`config.mk`:
```
export PLATFORM = sky130hd
export DESIGN_NAME = mmult_result_printer
export DESIGN_NICKNAME = d
export VERILOG_FILES = /design/src/rtl/mmult_result_printer.sv
export SDC_FILE = /design/constraint.sdc
export NUM_CORES = 1
export LEC_CHECK = 0
export BUFFER_PORTS_ARGS = -buffer_cell sky130_fd_sc_hd__buf_4
export CAP_MARGIN = 5
export CORE_ASPECT_RATIO = 1.4
export CORE_MARGIN = 8
export CORE_UTILIZATION = 49
export CTS_CLUSTER_DIAMETER = 120
export DETAILED_ROUTE_END_ITERATION = 10
export PLACE_DENSITY = 0.75
export SLEW_MARGIN = 30
export SYNTH_ARGS = -nofsm -noshare
export SYNTH_HDL_FRONTEND = slang
export SYNTH_SLANG_ARGS = --single-unit
```
`constraint.sdc`:
```
create_clock -name clk -period 6.4 [get_ports clk]
set_input_delay 0.96 -clock clk [delete_from_list [all_inputs] [get_ports clk]]
set_output_delay 0.96 -clock clk [all_outputs]
set_load 0.01 [all_outputs]
```
`src/rtl/mmult_result_printer.sv`:
```
// mmult_result_printer
//   Consumer end of the matrix-multiplier result interface. On a rising edge
//   of mat_valid (seen while idle) the 3x3 result on c_mat is captured and
//   printed as ASCII hex text, row-major, one byte at a time:
//     "eeeee eeeee eeeee\r\n" x 3   (digit count = ceil(ELEM_W/4))
//   Optional build macro MMULT_PRINT_HEADER_EN prefixes the text with "C:\r\n".
//
// Ports
//   clk, reset_n   clock, asynchronous active-low reset
//   mat_valid      result-valid level from the multiplier
//   c_mat          9 elements, element k=(row*3+col) at c_mat[ELEM_W*k +: ELEM_W]
//   byte_data      ASCII byte offered downstream
//   byte_valid     byte_data is valid
//   byte_ready     downstream accepts byte_data this cycle
//   busy           a print is in progress
//   done           one-cycle pulse after the last byte is accepted
//
// Handshake: a byte transfers on a clock edge where byte_valid && byte_ready.
// While byte_valid is high and byte_ready low, byte_data holds its value.
// The following byte is presented on the same edge as a transfer, so the
// stream runs at one byte per cycle when byte_ready stays high.
module mmult_result_printer #(
  parameter int ELEM_W    = 17,
  parameter bit UPPERCASE = 1'b1
) (
  input  logic                  clk,
  input  logic                  reset_n,
  input  logic                  mat_valid,
  input  logic [9*ELEM_W-1:0]   c_mat,
  output logic [7:0]            byte_data,
  output logic                  byte_valid,
  input  logic                  byte_ready,
  output logic                  busy,
  output logic                  done
);

  localparam int ND = (ELEM_W + 3) / 4;          // hex digits per element
  localparam int DW = ND * 4;                    // element width padded to nibbles
  localparam int IW = (ND > 1) ? $clog2(ND) : 1; // digit index width
  localparam logic [IW-1:0] LAST_DIGIT = IW'(ND - 1);

  typedef enum logic [2:0] {
    S_IDLE,
    S_HEADER,
    S_DIGIT,
    S_SEP,
    S_CR,
    S_LF
  } state_t;

  state_t              state, state_n;
  logic [IW-1:0]       digit, digit_n;
  logic [1:0]          col, col_n;
  logic [1:0]          row, row_n;
  logic                mat_valid_q;
  logic [9*ELEM_W-1:0] mat_q;

`ifdef MMULT_PRINT_HEADER_EN
  logic [1:0]          hdr, hdr_n;
`endif

  logic                fire;
  logic                trigger;
  logic                finish;
  logic [9*ELEM_W-1:0] src;
  logic [ELEM_W-1:0]   elem;
  logic [DW-1:0]       padded;
  logic [3:0]          nib;
  logic [7:0]          byte_n;

  function automatic logic [7:0] hex_char(input logic [3:0] n);
    if (n < 4'd10) return 8'h30 + {4'b0000, n};
    // 'A'-10 = 0x37, 'a'-10 = 0x57
    return (UPPERCASE ? 8'h37 : 8'h57) + {4'b0000, n};
  endfunction

  // Next-state, counters and the byte to present after this edge.
  always_comb begin
    fire    = byte_valid && byte_ready;
    trigger = (state == S_IDLE) && mat_valid && !mat_valid_q;
    finish  = 1'b0;
    state_n = state;
    digit_n = digit;
    col_n   = col;
    row_n   = row;
`ifdef MMULT_PRINT_HEADER_EN
    hdr_n   = hdr;
`endif

    case (state)
      S_IDLE: begin
        if (trigger) begin
`ifdef MMULT_PRINT_HEADER_EN
          state_n = S_HEADER;
          hdr_n   = 2'd0;
`else
          state_n = S_DIGIT;
`endif
          digit_n = '0;
          col_n   = 2'd0;
          row_n   = 2'd0;
        end
      end
`ifdef MMULT_PRINT_HEADER_EN
      S_HEADER: begin
        if (fire) begin
          if (hdr == 2'd3) begin
            hdr_n   = 2'd0;
            state_n = S_DIGIT;
          end else begin
            hdr_n = hdr + 2'd1;
          end
        end
      end
`endif
      S_DIGIT: begin
        if (fire) begin
          if (digit == LAST_DIGIT) begin
            digit_n = '0;
            if (col == 2'd2) begin
              col_n   = 2'd0;
              state_n = S_CR;
            end else begin
              col_n   = col + 2'd1;
              state_n = S_SEP;
            end
          end else begin
            digit_n = digit + IW'(1);
          end
        end
      end
      S_SEP: if (fire) state_n = S_DIGIT;
      S_CR:  if (fire) state_n = S_LF;
      S_LF: begin
        if (fire) begin
          if (row == 2'd2) begin
            row_n   = 2'd0;
            state_n = S_IDLE;
            finish  = 1'b1;
          end else begin
            row_n   = row + 2'd1;
            state_n = S_DIGIT;
          end
        end
      end
      default: state_n = S_IDLE;
    endcase

    // On the trigger edge the copy is not yet loaded, so read c_mat directly.
    src    = trigger ? c_mat : mat_q;
    elem   = src[ELEM_W*(int'(row_n)*3 + int'(col_n)) +: ELEM_W];
    padded = '0;
    padded[ELEM_W-1:0] = elem;
    nib    = padded[4*(ND-1-int'(digit_n)) +: 4];

    case (state_n)
`ifdef MMULT_PRINT_HEADER_EN
      S_HEADER: begin
        case (hdr_n)
          2'd0:    byte_n = 8'h43;
          2'd1:    byte_n = 8'h3A;
          2'd2:    byte_n = 8'h0D;
          default: byte_n = 8'h0A;
        endcase
      end
`endif
      S_DIGIT: byte_n = hex_char(nib);
      S_SEP:   byte_n = 8'h20;
      S_CR:    byte_n = 8'h0D;
      S_LF:    byte_n = 8'h0A;
      default: byte_n = 8'h00;
    endcase
  end

  always_ff @(posedge clk or negedge reset_n) begin
    if (!reset_n) begin
      state       <= S_IDLE;
      digit       <= '0;
      col         <= 2'd0;
      row         <= 2'd0;
      mat_valid_q <= 1'b0;
      mat_q       <= '0;
      byte_data   <= 8'h00;
      byte_valid  <= 1'b0;
      busy        <= 1'b0;
      done        <= 1'b0;
`ifdef MMULT_PRINT_HEADER_EN
      hdr         <= 2'd0;
`endif
    end else begin
      state       <= state_n;
      digit       <= digit_n;
      col         <= col_n;
      row         <= row_n;
      mat_valid_q <= mat_valid;
      if (trigger) mat_q <= c_mat;
      byte_data   <= byte_n;
      byte_valid  <= (state_n != S_IDLE);
      busy        <= (state_n != S_IDLE);
      done        <= finish;
`ifdef MMULT_PRINT_HEADER_EN
      hdr         <= hdr_n;
`endif
    end
  end

endmodule

```
* Yosys cells after proc, flatten, opt, wreduce, memory -nomap -nowiden *
Cells that the tools add are included.

word-level totals
  logic and storage cells = 69
  bits in registers = 174
  input port bits = 157
  output and inout bits = 11

operators by class
  add/sub/neg operators = 7
  equality and inequality tests = 11
  $lt $le $gt $ge = 1
  shift operators = 2
  reduce and logical (&&, ||, !) cells = 6
  multipliers = 2
  multiplexer cells = 31

operators with widths
  cell                                                                number
  153-bit 2-to-1 mux                                                  1
  153-bit by 11-bit variable part select with 17-bit output           1
  8-bit one-hot mux with 4 select lines                               1
  3-bit 2-to-1 mux                                                    10
  20-bit by 6-bit variable part select with 4-bit output              1
  2-bit 2-to-1 mux                                                    8
  8-bit 2-to-1 mux                                                    2
  3-bit == test, second input constant                                5
  3-bit one-hot mux with 5 select lines                               1
  6-bit by 4-bit adder with 7-bit output, first input constant        2
  3-bit by 2-bit == test with 1-bit output, second input constant     4
  5-bit by 5-bit multiplier with 10-bit output, first input constant  1
  2-bit one-hot mux with 2 select lines                               2
  3-bit one-hot mux with 2 select lines                               1
  4-bit by 2-bit adder with 5-bit output                              1
  1-bit 2-to-1 mux                                                    5
  2-bit by 1-bit adder with 2-bit output, second input constant       2
  2-bit == test, second input constant                                2
  4-bit less-than comparator, second input constant                   1
  2-bit by 2-bit multiplier with 4-bit output, second input constant  1
  3-bit by 3-bit subtractor with 4-bit output, first input constant   1
  3-bit by 1-bit adder with 3-bit output, second input constant       1
  1-bit logical AND                                                   3
  3-bit logical NOT                                                   1
  other kinds (2)                                                     2

* Longest topological paths before layout *
  depth after elaboration = 15
  gate-level depth with buffers = 27
  depth with buffers taken out = 22

* Least setup slack after synthesis *
No wires, ideal clock.

  path kind = input -> register
  start = in mat_valid
  end = reg byte_data[3]
  setup time = 0.118 ns
  buffers on the path = 11
  required time = 6.282 ns
  arrival time = 6.255 ns
  stages on the path = 24
  slack = 0.026 ns
  cell sequence = or4b_1 -> buf_2 -> or2_1 -> buf_6 -> buf_6 -> buf_6 -> buf_2 -> clkbuf_1 -> clkbuf_1 -> a31o_2 -> inv_1 -> fa_1 -> inv_1 -> ha_1 -> clkbuf_1 -> clkbuf_1 -> buf_1 -> clkbuf_1 -> o211ai_1 -> a221o_1 -> a211oi_1 -> o21ai_2 -> and2b_1 -> a21o_1

on the way
  longest elaborated chain between the ends = 14
  elaborated cells on any way between the ends = 29
  those cells by class = add/sub: 4; mul: 2; order compare: 1; eq/ne: 4; shift: 2; mux: 14; reduce/logical: 2

RTL lines
  element                                                        RTL line  source
  start: declaration                                             28        input logic mat_valid,
  1-bit logical AND (*) (2 in a row)                             80        trigger = (state == S_IDLE) && mat_valid && !mat_valid_q;
  2-bit 2-to-1 mux (*)                                           92        if (trigger) begin
  2-bit one-hot mux with 2 select lines (*)                      90        case (state)
  net row_n[1]                                                   54        logic [1:0] row, row_n;
  2-bit by 2-bit multiplier with 4-bit output (*)                151       elem = src[ELEM_W*(int'(row_n)*3 + int'(col_n)) +: ELEM_W];
  4-bit by 2-bit adder with 5-bit output (*)                     151
  5-bit by 5-bit multiplier with 10-bit output (*)               151
  153-bit by 11-bit variable part select with 17-bit output (*)  151
  20-bit by 6-bit variable part select with 4-bit output (*)     154       nib = padded[4*(ND-1-int'(digit_n)) +: 4];
  4-bit less-than comparator                                     72        if (n < 4'd10) return 8'h30 + {4'b0000, n};
  1-bit 2-to-1 mux                                               72
  1-bit 2-to-1 mux                                               156       case (state_n)
  8-bit 2-to-1 mux (*)                                           74        return (UPPERCASE ? 8'h37 : 8'h57) + {4'b0000, n};
  8-bit one-hot mux with 4 select lines (*)                      156
  net byte_n[3]                                                  69        logic [7:0] byte_n;
  end signal: assignment                                         197       byte_data <= byte_n;
  end: declaration                                               30        output logic [7:0] byte_data,

Mark *: on every way through the listed nets, which the timed path passes. The rest lies on a longest branch. The select of a mux whose other input is x is not followed.

* Worst setup path after layout *
  start = in mat_valid
  end = reg byte_data[1]

Same word-level chain as after synthesis.

==> results.rst <==
.. list-table::
   :header-rows: 1

   * - Metric
     - Value
   * - Buffers inserted during post-CTS setup optimization
     - 0
   * - Drt initial violations
     - 524
   * - Max-slew violation count
     - 0
   * - Fraction of the yosys area taken by sequential cells
     - 48.3%
   * - Antenna diode count
     - 0
   * - Initial Util
     - 50.0%
   * - Placeable core region
     - 17900 um2
   * - DRC violations left
     - 0
   * - Largest net degree at the start of global routing
     - 160
   * - Vias post-DR
     - 7049
   * - Clock net sink count
     - 173
   * - Highest-count cells in the layout ignoring fill and taps
     - 318 x nand2_1, 178 x buf_4, 173 x dfrtp_1
   * - Area of the multi-input gates
     - 4310 um2
   * - Antenna violations before repair
     - 0
   * - Total clock buffers created by CTS
     - 17
   * - Count of final hold-check violations
     - 0
   * - FFs w/ async S/R, synth
     - 100%
   * - Sum of negative setup slack
     - 0 ps
   * - Setup-violating endpoint count in the final report
     - 0
   * - Antenna Violating Nets Remaining
     - 0
   * - Leakage power figure
     - 0.00527 uW
   * - Synthesized Nets
     - 1031
   * - Count of cells resized by post-cts repair
     - 0
   * - TritonCTS clock tree
     - built
   * - Hold Buf Count CTS
     - 0
   * - Post-detailed-route wirelength per cell
     - 18.9 um
   * - Required @ worst endpoint
     - 6690 ps
   * - Number of global-route vias before repair
     - 7313
   * - Syn Inst Count
     - 867
   * - Die outline height
     - 176 um
   * - Unrepaired setup endpoints after global routing
     - false
   * - Dominant register cell in the synthesized netlist
     - dfrtp_1
   * - First-pass iteration count of the detailed router
     - 7
   * - Worst path top cell family by delay
     - simple AND/OR/NAND/NOR gates
   * - Total gr overflow
     - 0
   * - Max Clk Rate
     - 191 MHz
   * - Register Area
     - 4330 um2
   * - Biggest fanout along the worst timing path
     - 12
   * - Clock transition time at the flip-flop clock pins of the worst setup and hold paths
     - 60 ps
   * - Master of the slowest instance on the critical path
     - or4b_1
   * - CP endpoint kind
     - flip-flop
   * - Sum of buffers and inverters on the critical path
     - 5
   * - Routed wire length
     - 23.9 mm
   * - Port-buffer cells
     - 166
   * - Area delta synth->final
     - 23.2%
   * - Proportion of layout cells with a drive suffix above 1
     - 33.6%
   * - FP Rows
     - 58
   * - P per Cell Area
     - 500 nW/um2
   * - Overall die area
     - 23000 um2
   * - Clock H-tree levels
     - 4
   * - Slowest cell delay on critical path
     - 640 ps
   * - Maximum resistive drop on vdd
     - 0.202 mV
   * - Type of origin of the critical path
     - input pin
   * - Count of pins on the block boundary
     - 168
   * - Worst slew slack as a fraction of its limit
     - 38.3%
   * - Transition at the pin with the smallest max-transition slack
     - 926 ps
   * - Most common cell after layout, fill and taps aside
     - nand2_1
   * - Worst path setup slack after routing
     - 1170 ps
   * - Setup Crit Path Kind
     - input pin to flip-flop
   * - Final net count
     - 1173
   * - Setup clock skew after layout
     - 6.96 ps
   * - R2R setup slack
     - 1190 ps
   * - Outcome
     - complete, no violations
   * - Period utilisation layout
     - 81.8%
   * - Classification of the worst-slack hold path
     - flip-flop to flip-flop
   * - Number of buffers on the longest clock path
     - 2
   * - Fill cell count
     - 1486
   * - Wire length of the first global-routing pass
     - 37.8 mm
   * - Worst path cell trace
     - buf_4 -> or4b_1 -> or2_4 -> a31o_2 -> inv_1 -> fa_1 -> inv_1 -> ha_2 -> inv_1 -> fa_1 -> nor3_2 -> buf_4 -> a211o_1 -> a211oi_1 -> or4_1 -> o22ai_1 -> nor2b_1 -> mux2i_1 -> o32ai_1
   * - Later-pin clock latency in the skew report
     - 430 ps
   * - Number of flip-flops and latches in the synthesized netlist
     - 173
   * - Root Buffer
     - clkbuf_16
   * - Shortest period the worst path allows
     - 5230 ps
   * - Count of maximum capacitance violations
     - 0
   * - HPWL after detailed placement
     - 17.6 mm
   * - Global placer's final weighted congestion
     - 0.882
   * - Synthesis Warnings
     - 0
   * - Mean cell area of the mapped netlist
     - 10.3 um2
   * - Total global routing track utilization
     - 21.5%
   * - Cell area after synthesis
     - 8970 um2
   * - Floorplan die width
     - 130 um
   * - CP most frequent cell
     - inv_1
   * - Count of unique library cells instantiated by Yosys
     - 66
   * - Routed via count divided by cell count
     - 5.59
   * - Endpoint arrival time on the critical path
     - 5520 ps
   * - EDFF count, synth
     - 0
   * - Worst slack after detailed placement
     - 777 ps
## sequential cells by signal, summed over array words and instances (netlist names)
register     count
digit            3
mat_valid_q      1
byte_data        7
col              2
state            3
row              2
mat_q          153
busy             1
done             1
## where the power goes
part	internal (uW)	switching [uW]	leakage [uW]
sequential	1600	215	0.00213
clock	733	432	0.000313
combinational	1130	1420	0.00283
total	3460	2060	0.00527
## path summary, 6_finish.rpt
kind	from	end	cells after the start
worst max-delay path	mat_valid	byte_data[1]	19
worst min-delay path	mat_q[17]	mat_q[17]	2
worst max register to register	state[0]	byte_data[1]	18
worst min register to register	mat_q[17]	mat_q[17]	2
max in group asynchronous	reset_n	digit[1]	2
min in group asynchronous	reset_n	mat_q[119]	1
## per-stage QoR
stage / total power, uW / cells / area (um2) / hold slack (ps) / util [%]
2_1_floorplan: 3590 / 867 / 8970 / 434 / -
3_3_place_gp: 4270 / 1230 / 10400 / 445 / 57.9
3_5_place_dp: 4360 / 1230 / 10400 / 456 / 57.9
4_1_cts: 5540 / 1262 / 11000 / 470 / 61.6
5_1_grt: 5890 / 1262 / 11000 / 481 / 61.6
6_report: 5530 / 1262 / 11000 / 469 / 61.6
## cells in the mapped netlist (all sizes together), types with 3 or more instances
master     n  area share, %
a2111o     5           0.63
a2111oi    3           0.29
a211o      5           0.49
a211oi     7           0.59
a21oi      8           0.45
a221oi     7           0.75
a31o       6           0.59
a31oi      4           0.28
and3       3           0.21
buf       23            1.7
clkbuf    34            1.4
dfrtp    173             48
ha         5           0.70
inv       17           0.71
mux2      71            8.9
mux2i      6           0.67
mux4      43             11
nand2    318             13
nand2b     4           0.28
nand3      9           0.50
nand4      6           0.42
nor2      17           0.71
nor2b      9           0.63
nor3      11           0.61
nor3b      3           0.25
nor4       4           0.28
o211ai     8           0.67
o21ai     13           0.77
o22ai      5           0.35
or2        4           0.28
## routing by layer
layer	up-vias	track usage, %	wire [um]
met5	-	0	0
li1	3289	-	-
met3	45	3.62	1310
met2	238	36.6	12400
met4	0	9.65	760
met1	3477	26.0	9410
## area by class of cell
cell class,instances,share of cell area [%]
flip-flops and latches,173,39.2
multi-input cells,618,39.0
repair buffers,180,12.4
clock buffers,18,3.88
well taps,240,2.72
clock inverters,14,2.19
inverters,19,0.645
## cell families (layout without fill, tap and decap cells)
kind of cell    count (synthesis)  in the layout  synth area share (%)
buf+inv                        76            231                  3.92
simple gates                  397            397                  18.3
other cells                     1              1                0.0418
xor+xnor                        3              3                 0.293
compound gates                 90             90                  7.70
mux                           120            120                  20.4
flops                         173            173                  48.3
fa+ha+maj                       7              7                  1.14
## worst register-to-register path, stage by stage (launching register included)
cell	delay (ps)
dfrtp_1	470
or4b_1	760
or2_4	340
a31o_2	250
inv_1	120
fa_1	470
inv_1	80
ha_2	160
inv_1	40
fa_1	390
nor3_2	360
buf_4	260
a211o_1	140
a211oi_1	30
or4_1	400
o22ai_1	260
nor2b_1	230
mux2i_1	200
o32ai_1	90
(Power assumes the default switching activity.)
